<file path="src/rtl/clock_sweep_sequencer.sv">
// ----------------------------------------------------------------------------
// clock_sweep_sequencer
//
// Steps a clock scaler through a small table of divisor values. Each table
// entry is held for a programmable number of scaled-clock ticks, and the sweep
// either stops after the last slot or wraps back to slot 0. A byte-wide
// register interface configures the table and controls the sweep.
//
// State table:
//   IDLE | not sequencing; divisor keeps whatever value it last had
//   LOAD | single cycle: drive table[slot] to the scaler, pulse divisor_load,
//        | reload the tick counter from HOLD
//   HOLD | count scaled-clock ticks; on terminal count advance, wrap or stop
//
// Register map (register_select_i):
//   0 SLOT_LO  W: latch low byte          R: table[slot_sel][7:0]
//   1 SLOT_HI  W: commit {data, lo} to    R: table[slot_sel][15:8]
//              table[slot_sel]
//   2 HOLD     R/W ticks per slot, 0 means 256
//   3 CONTROL  R/W bit0 run, bit1 loop, bits3:2 last_slot, bit7 irq_enable
//   4 STATUS   R: bit0 running, bits2:1 slot, bit7 irq_pending
//              W: any value clears irq_pending
//   5 SLOT_SEL R/W bits1:0
//   6,7        read as 0x00
//
// Ports:
//   input_clock_i      single clock, everything on its rising edge
//   reset_i            synchronous active-high reset
//   phi2_i             bus phase: low = read setup, high = write strobe
//   enabled_i          device selected
//   register_select_i  register index
//   rwb_i              0 = master writes, 1 = master reads
//   data_bus_r_i       write data from the master
//   data_bus_w_o       registered read data to the master
//   tick_i             one-cycle pulse per scaled-clock rising edge
//   divisor_o          registered divisor to the clock scaler
//   divisor_load_o     one-cycle pulse accompanying each new divisor
//   irq_o              irq_pending AND irq_enable
// ----------------------------------------------------------------------------
module clock_sweep_sequencer #(
    parameter int SLOTS = 4
) (
    input  logic        input_clock_i,
    input  logic        reset_i,
    input  logic        phi2_i,
    input  logic        enabled_i,
    input  logic [2:0]  register_select_i,
    input  logic        rwb_i,
    input  logic [7:0]  data_bus_r_i,
    output logic [7:0]  data_bus_w_o,
    input  logic        tick_i,
    output logic [15:0] divisor_o,
    output logic        divisor_load_o,
    output logic        irq_o
);

    typedef enum logic [1:0] {
        ST_IDLE = 2'd0,
        ST_LOAD = 2'd1,
        ST_HOLD = 2'd2
    } state_t;

    localparam logic [2:0] REG_SLOT_LO  = 3'd0;
    localparam logic [2:0] REG_SLOT_HI  = 3'd1;
    localparam logic [2:0] REG_HOLD     = 3'd2;
    localparam logic [2:0] REG_CONTROL  = 3'd3;
    localparam logic [2:0] REG_STATUS   = 3'd4;
    localparam logic [2:0] REG_SLOT_SEL = 3'd5;

    state_t      state_q,       state_d;
    logic [1:0]  slot_q,        slot_d;
    logic [1:0]  slot_sel_q,    slot_sel_d;
    logic [7:0]  latched_lo_q,  latched_lo_d;
    logic [15:0] slot_tbl_q [SLOTS];
    logic [15:0] slot_tbl_d [SLOTS];
    logic [15:0] divisor_q,     divisor_d;
    logic        div_load_q,    div_load_d;
    logic [7:0]  hold_reg_q,    hold_reg_d;
    logic        run_q,         run_d;
    logic        loop_q,        loop_d;
    logic [1:0]  last_slot_q,   last_slot_d;
    logic        irq_en_q,      irq_en_d;
    logic        irq_pend_q,    irq_pend_d;
    logic [7:0]  hold_cnt_q,    hold_cnt_d;
    logic [7:0]  rd_data_q,     rd_data_d;
    logic        phi2_q;

    logic        wr_strobe;
    logic        rd_active;
    logic        ctrl_wr;
    logic        running;
    logic [7:0]  rd_mux;

    // A write fires only on the first phi2-high cycle after a phi2-low cycle,
    // so holding phi2 high across several clocks still acts once.
    assign wr_strobe = enabled_i && !rwb_i && phi2_i && !phi2_q;
    assign rd_active = enabled_i && rwb_i && !phi2_i;
    assign ctrl_wr   = wr_strobe && (register_select_i == REG_CONTROL);
    assign running   = (state_q != ST_IDLE);

    always_comb begin
        rd_mux = 8'h00;
        case (register_select_i)
            REG_SLOT_LO:  rd_mux = slot_tbl_q[slot_sel_q][7:0];
            REG_SLOT_HI:  rd_mux = slot_tbl_q[slot_sel_q][15:8];
            REG_HOLD:     rd_mux = hold_reg_q;
            REG_CONTROL:  rd_mux = {irq_en_q, 3'b000, last_slot_q, loop_q, run_q};
            REG_STATUS:   rd_mux = {irq_pend_q, 4'b0000, slot_q, running};
            REG_SLOT_SEL: rd_mux = {6'b000000, slot_sel_q};
            default:      rd_mux = 8'h00;
        endcase
    end

    always_comb begin
        state_d      = state_q;
        slot_d       = slot_q;
        slot_sel_d   = slot_sel_q;
        latched_lo_d = latched_lo_q;
        slot_tbl_d   = slot_tbl_q;
        divisor_d    = divisor_q;
        div_load_d   = 1'b0;
        hold_reg_d   = hold_reg_q;
        run_d        = run_q;
        loop_d       = loop_q;
        last_slot_d  = last_slot_q;
        irq_en_d     = irq_en_q;
        irq_pend_d   = irq_pend_q;
        hold_cnt_d   = hold_cnt_q;
        rd_data_d    = rd_data_q;

        if (rd_active) begin
            rd_data_d = rd_mux;
        end

        if (wr_strobe) begin
            case (register_select_i)
                REG_SLOT_LO:  latched_lo_d = data_bus_r_i;
                REG_SLOT_HI:  slot_tbl_d[slot_sel_q] = {data_bus_r_i, latched_lo_q};
                REG_HOLD:     hold_reg_d = data_bus_r_i;
                REG_CONTROL: begin
                    run_d       = data_bus_r_i[0];
                    loop_d      = data_bus_r_i[1];
                    last_slot_d = data_bus_r_i[3:2];
                    irq_en_d    = data_bus_r_i[7];
                end
                REG_STATUS:   irq_pend_d = 1'b0;
                REG_SLOT_SEL: slot_sel_d = data_bus_r_i[1:0];
                default: ;
            endcase
        end

        // Sequencer. Any irq set below is assigned after the STATUS clear
        // above, so a same-cycle set wins.
        case (state_q)
            ST_IDLE: begin
                if (ctrl_wr && data_bus_r_i[0]) begin
                    slot_d  = 2'd0;
                    state_d = ST_LOAD;
                end
            end
            ST_LOAD: begin
                if (ctrl_wr && !data_bus_r_i[0]) begin
                    state_d = ST_IDLE;
                end else begin
                    divisor_d  = slot_tbl_q[slot_q];
                    div_load_d = 1'b1;
                    hold_cnt_d = hold_reg_q;
                    state_d    = ST_HOLD;
                end
            end
            ST_HOLD: begin
                if (ctrl_wr && !data_bus_r_i[0]) begin
                    state_d = ST_IDLE;
                end else if (tick_i) begin
                    // Counting down from 0 wraps to 255, so HOLD=0 spans 256 ticks.
                    hold_cnt_d = hold_cnt_q - 8'd1;
                    if (hold_cnt_q == 8'd1) begin
                        // last_slot may be lowered mid-sweep; treat any slot at or
                        // beyond it as the final one so slot never runs past 3.
                        if (slot_q < last_slot_q) begin
                            slot_d  = slot_q + 2'd1;
                            state_d = ST_LOAD;
                        end else if (loop_q) begin
                            slot_d     = 2'd0;
                            irq_pend_d = 1'b1;
                            state_d    = ST_LOAD;
                        end else begin
                            irq_pend_d = 1'b1;
                            run_d      = 1'b0;
                            state_d    = ST_IDLE;
                        end
                    end
                end
            end
            default: state_d = ST_IDLE;
        endcase
    end

    always_ff @(posedge input_clock_i) begin
        if (reset_i) begin
            state_q      <= ST_IDLE;
            slot_q       <= 2'd0;
            slot_sel_q   <= 2'd0;
            latched_lo_q <= 8'h00;
            for (int i = 0; i < SLOTS; i++) begin
                slot_tbl_q[i] <= 16'h0002;
            end
            divisor_q    <= 16'h0002;
            div_load_q   <= 1'b0;
            hold_reg_q   <= 8'h01;
            run_q        <= 1'b0;
            loop_q       <= 1'b0;
            last_slot_q  <= 2'd0;
            irq_en_q     <= 1'b0;
            irq_pend_q   <= 1'b0;
            hold_cnt_q   <= 8'h00;
            rd_data_q    <= 8'h00;
        end else begin
            state_q      <= state_d;
            slot_q       <= slot_d;
            slot_sel_q   <= slot_sel_d;
            latched_lo_q <= latched_lo_d;
            slot_tbl_q   <= slot_tbl_d;
            divisor_q    <= divisor_d;
            div_load_q   <= div_load_d;
            hold_reg_q   <= hold_reg_d;
            run_q        <= run_d;
            loop_q       <= loop_d;
            last_slot_q  <= last_slot_d;
            irq_en_q     <= irq_en_d;
            irq_pend_q   <= irq_pend_d;
            hold_cnt_q   <= hold_cnt_d;
            rd_data_q    <= rd_data_d;
        end
    end

    // Phase history for write-edge detection; it just mirrors the bus.
    always_ff @(posedge input_clock_i) begin
        phi2_q <= phi2_i;
    end

    assign data_bus_w_o   = rd_data_q;
    assign divisor_o      = divisor_q;
    assign divisor_load_o = div_load_q;
    assign irq_o          = irq_pend_q && irq_en_q;

endmodule

</file>
<file path="config.mk">
export PLATFORM = sky130hd
export DESIGN_NAME = clock_sweep_sequencer
export DESIGN_NICKNAME = d
export VERILOG_FILES = /design/src/rtl/clock_sweep_sequencer.sv
export SDC_FILE = /design/constraint.sdc
export NUM_CORES = 1
export LEC_CHECK = 0
export ABC_AREA = 1
export CELL_PAD_IN_SITES_DETAIL_PLACEMENT = 1
export CELL_PAD_IN_SITES_GLOBAL_PLACEMENT = 1
export CORE_ASPECT_RATIO = 2
export CORE_UTILIZATION = 40
export DETAILED_ROUTE_END_ITERATION = 6
export PLACE_DENSITY = 0.77
export SYNTH_ARGS = -nofsm -noshare
export SYNTH_HDL_FRONTEND = slang
export SYNTH_SLANG_ARGS = --single-unit
</file>
<file path="constraint.sdc">
create_clock -name input_clock_i -period 4.2 [get_ports input_clock_i]
set_input_delay 1.05 -clock input_clock_i [delete_from_list [all_inputs] [get_ports input_clock_i]]
set_output_delay 1.05 -clock input_clock_i [all_outputs]
set_load 0.01 [all_outputs]
</file>
==> metrics.log <==
INFO  metric synth_flop_cell = sky130_fd_sc_hd__dfxtp_1
INFO  metric grt_max_degree = 53
INFO  metric drt-wirelength-per-cell = 19.9 um
INFO  metric postSynthAreaPerCell = around 7.0 sq um
INFO  metric setup_viol = 0
INFO  metric die_area = 15600 sq um
INFO  metric placement_rows = between 60 and 70
INFO  metric tritoncts = built
INFO  metric cp_data_arrival_time = 3.03 ns
INFO  metric path_max_fanout = 25
INFO  metric routed_wirelength = 21.9 mm
INFO  metric final.setup_skew = around 0.0064 ns
INFO  metric netlist_top_cells_area = sky130_fd_sc_hd__dfxtp_1, sky130_fd_sc_hd__o21ai_0, sky130_fd_sc_hd__a21oi_1, sky130_fd_sc_hd__nand2_1, sky130_fd_sc_hd__nor2_1
INFO  metric final_cell_area = 7180 sq um
INFO  metric achievable-frequency = about 370 MHz
INFO  metric grt_pass1_vias = around 6500
INFO  metric global_route.usage.total = 29.8%
INFO  metric finalCoreUtilization = between 40 and 50%
INFO  metric yosysSeqAreaShare = 41.8%
INFO  metric endpoint_kind = flip-flop
INFO  metric cts-resized-gates = 0
INFO  metric cts.sink_count = 126
INFO  metric fin_hold_ws = 0.474 ns
INFO  metric synth.ff_latch_count = 126
INFO  metric worst_setup_hold_path_clk_slew = ~0.060 ns
INFO  metric timing.setup.critical_path_class = input pin to flip-flop
INFO  metric nets = 911
INFO  metric dp.final_hpwl = 15.6 mm
INFO  metric cts_post_setup_buffers_inserted = 0
INFO  metric syn_inst = 865
INFO  metric vias_per_cell = roughly 5.7
INFO  metric core-area = 14800 sq um
INFO  metric fraction_of_final_layout_cells_with_drive_strength_greater_than_1 = 9.18%
INFO  metric postCtsHoldBufs = 0
INFO  metric synth_top_cell_by_area = sky130_fd_sc_hd__dfxtp_1
INFO  metric global_route_wire_length_before_repair = 34.4 mm
INFO  metric antennaDiodeCount = 0
INFO  metric first_pass_iters = 7
INFO  metric status = finished, final reports clean
INFO  metric finalWorstPathRequiredPeriod = 2.72 ns
INFO  metric cts_inserted_buffers = 17
INFO  metric synth_top_area_share = about two fifths
INFO  metric clock_path_buffers = 2
INFO  metric global_route.overflow_total = 0
INFO  metric drtAntennaViolNets = 0
INFO  metric max-cap-violations = 0
INFO  metric final.setup.tns = 0 ns
INFO  metric place.gp.congestion = 0.852
INFO  metric asyncSetResetFlopFracSynth = 0%
INFO  metric synth.lib_cells_used.distinct = 34
INFO  metric maxSlewViolCount = 0
INFO  metric power.leakage = 2.67 nW
INFO  metric root_buffer = sky130_fd_sc_hd__clkbuf_16
INFO  metric area_post_placement = 6550 sq um
INFO  metric critPathRequiredTime = roughly 4.5 ns
INFO  metric antenna_found_initial = 0
INFO  metric synth.cell_area = 6040 sq um
INFO  metric relSlewSlack = a little under half
INFO  metric insertion_delay = 0.43 ns
INFO  metric hold_path_class = flip-flop to flip-flop
INFO  metric die-width = just under 90 um
INFO  metric finalHoldViolations = 0
INFO  metric fp.dieH = 176 um
INFO  metric postSynthNetCount = between 800 and 900
INFO  metric grt_setup_unrepaired = no
INFO  metric initial_utilization = 40.7%
INFO  metric syn2layout_area_growth = 19.0%
INFO  metric synth-edff-count = 0
INFO  metric pd_cells = 457 nW/um^2
INFO  metric period_share = 64.8%
INFO  metric vdd_ir_drop_max = 277 uV
INFO  metric ys.warnings.count = 0
INFO  metric detailroute.via_count = 6218
INFO  metric io_buffers = 42
INFO  metric start_kind = input pin
INFO  metric tightestPinTransition = 0.779 ns
INFO  metric detail_route.drc_violations = 0
INFO  metric pin_count = 43
INFO  metric htree_num_levels = 4
INFO  metric count_of_routing_violations_after_the_opening_detailed_route_iteration = 326
[cell families (layout without fill, tap and decap cells)]
logic type               after synthesis  in the layout  synth area share [%]
AO/OA/AOI/OAI                        281            281                  24.0
buffers and inverters                132            171                  9.43
AND/OR/NAND/NOR                      323            323                  24.2
adder cells (fa/ha/maj)                3              3                 0.622
flip-flops                           126            126                  41.8
[layer usage]
metal  GRT usage, %  vias to the layer above  part of all wire (%)
li1               -                     2929                     -
met2           54.4                      171                    54
met3           5.69                       64                   3.3
met1           30.1                     3054                    37
met4           17.9                        0                   5.6
met5              0                        -                     0
[registers in the layout, indices dropped and copies added, names as in the netlist]
| name | cells |
|---|---|
| irq_pend_q | 1 |
| slot_q | 2 |
| hold_cnt_q | 8 |
| hold_reg_q | 8 |
| loop_q | 1 |
| phi2_q | 1 |
| irq_en_q | 1 |
| state_q | 2 |
| run_q | 1 |
| latched_lo_q | 8 |
| divisor_load_o | 1 |
| slot_tbl_q | 64 |
| last_slot_q | 2 |
| data_bus_w_o | 8 |
| divisor_o | 16 |
| slot_sel_q | 2 |
[cell type report]
cell class	count	area (sq um)
Inverter	88	334
Multi-Input combinational cell	607	2950
Clock inverter	15	210
Tap cell	195	244
Fill cell	1975	7640
Timing Repair Buffer	51	500
Sequential cell	126	2520
Clock buffer	17	425
[synthesized netlist by cell type (6+ instances only)]
master                       n
sky130_fd_sc_hd__inv_1      77
sky130_fd_sc_hd__a21oi_1   111
sky130_fd_sc_hd__o21ai_0   112
sky130_fd_sc_hd__o21ai_1    34
sky130_fd_sc_hd__nand4_1    12
sky130_fd_sc_hd__nand3_1    47
sky130_fd_sc_hd__dfxtp_1   126
sky130_fd_sc_hd__nor2_1     94
sky130_fd_sc_hd__buf_6       6
sky130_fd_sc_hd__inv_2       8
sky130_fd_sc_hd__buf_2      14
sky130_fd_sc_hd__o22ai_1    17
sky130_fd_sc_hd__nor2_2     12
sky130_fd_sc_hd__clkbuf_1   19
sky130_fd_sc_hd__nand2_1   137
[worst paths after layout]
check,depth (start not counted),startpoint,to,slack [ns]
setup / recovery,7,phi2_i,slot_tbl_q[2]$_SDFFE_PP0P_,1.48
hold / removal,2,slot_tbl_q[3]$_SDFFE_PP0P_,slot_tbl_q[3]$_SDFFE_PP0P_,0.47
setup reg to reg,7,slot_sel_q[1]$_SDFFE_PP0P_,data_bus_w_o[5]$_SDFFE_PP0P_,1.89
hold reg to reg,2,slot_tbl_q[3]$_SDFFE_PP0P_,slot_tbl_q[3]$_SDFFE_PP0P_,0.47
[metrics by stage]
step | cells | total power (W) | setup slack [ns]
2_1_floorplan | 865 | 0.00153 | 2.07
3_3_place_gp | 1067 | 0.00167 | 1.15
3_5_place_dp | 1067 | 0.00169 | 1.06
4_1_cts | 1099 | 0.00329 | 1.48
5_1_grt | 1099 | 0.00339 | 1.36
6_report | 1099 | 0.00328 | 1.48
[critical path, stage by stage]
cell and delay (ns):
sky130_fd_sc_hd__clkdlybuf4s50_1 0.54, sky130_fd_sc_hd__nand4_1 0.30, sky130_fd_sc_hd__nor2_2 0.20, sky130_fd_sc_hd__buf_4 0.31
sky130_fd_sc_hd__nand2_4 0.26, sky130_fd_sc_hd__o21ai_0 0.28, sky130_fd_sc_hd__a21oi_1 0.06
[where the power goes]
| group | internal (W) | total, W | switching (W) |
|---|---|---|---|
| Clock | 0.00100 | 0.00161 | 0.000606 |
| Sequential | 0.00123 | 0.00125 | 0.0000284 |
| Combinational | 0.000139 | 0.000416 | 0.000278 |
| Total | 0.00237 | 0.00328 | 0.000913 |
[cell usage in the layout (no fill, tap or decap), types with 2 or more instances in the layout]
cell / count
sky130_fd_sc_hd__buf_4: 8
sky130_fd_sc_hd__clkbuf_16: 17
sky130_fd_sc_hd__nor2_4: 5
sky130_fd_sc_hd__dfxtp_1: 126
sky130_fd_sc_hd__nand3_2: 2
sky130_fd_sc_hd__o21bai_1: 2
sky130_fd_sc_hd__o22ai_1: 17
sky130_fd_sc_hd__nand2_1: 137
sky130_fd_sc_hd__nand3_1: 47
sky130_fd_sc_hd__nor3_1: 3
sky130_fd_sc_hd__nand2_2: 3
sky130_fd_sc_hd__inv_2: 9
sky130_fd_sc_hd__clkdlybuf4s50_1: 42
sky130_fd_sc_hd__clkinv_2: 3
sky130_fd_sc_hd__o21ai_1: 34
sky130_fd_sc_hd__clkinv_4: 3
sky130_fd_sc_hd__inv_1: 76
sky130_fd_sc_hd__inv_6: 4
sky130_fd_sc_hd__nand4_1: 12
sky130_fd_sc_hd__o21ai_0: 112
sky130_fd_sc_hd__ha_1: 3
sky130_fd_sc_hd__nand2_4: 5
sky130_fd_sc_hd__a211oi_1: 2
sky130_fd_sc_hd__a21oi_1: 111
sky130_fd_sc_hd__nor2_1: 94
sky130_fd_sc_hd__nor2_2: 12
sky130_fd_sc_hd__bufinv_16: 4
Power figures use the tool's default switching activity.
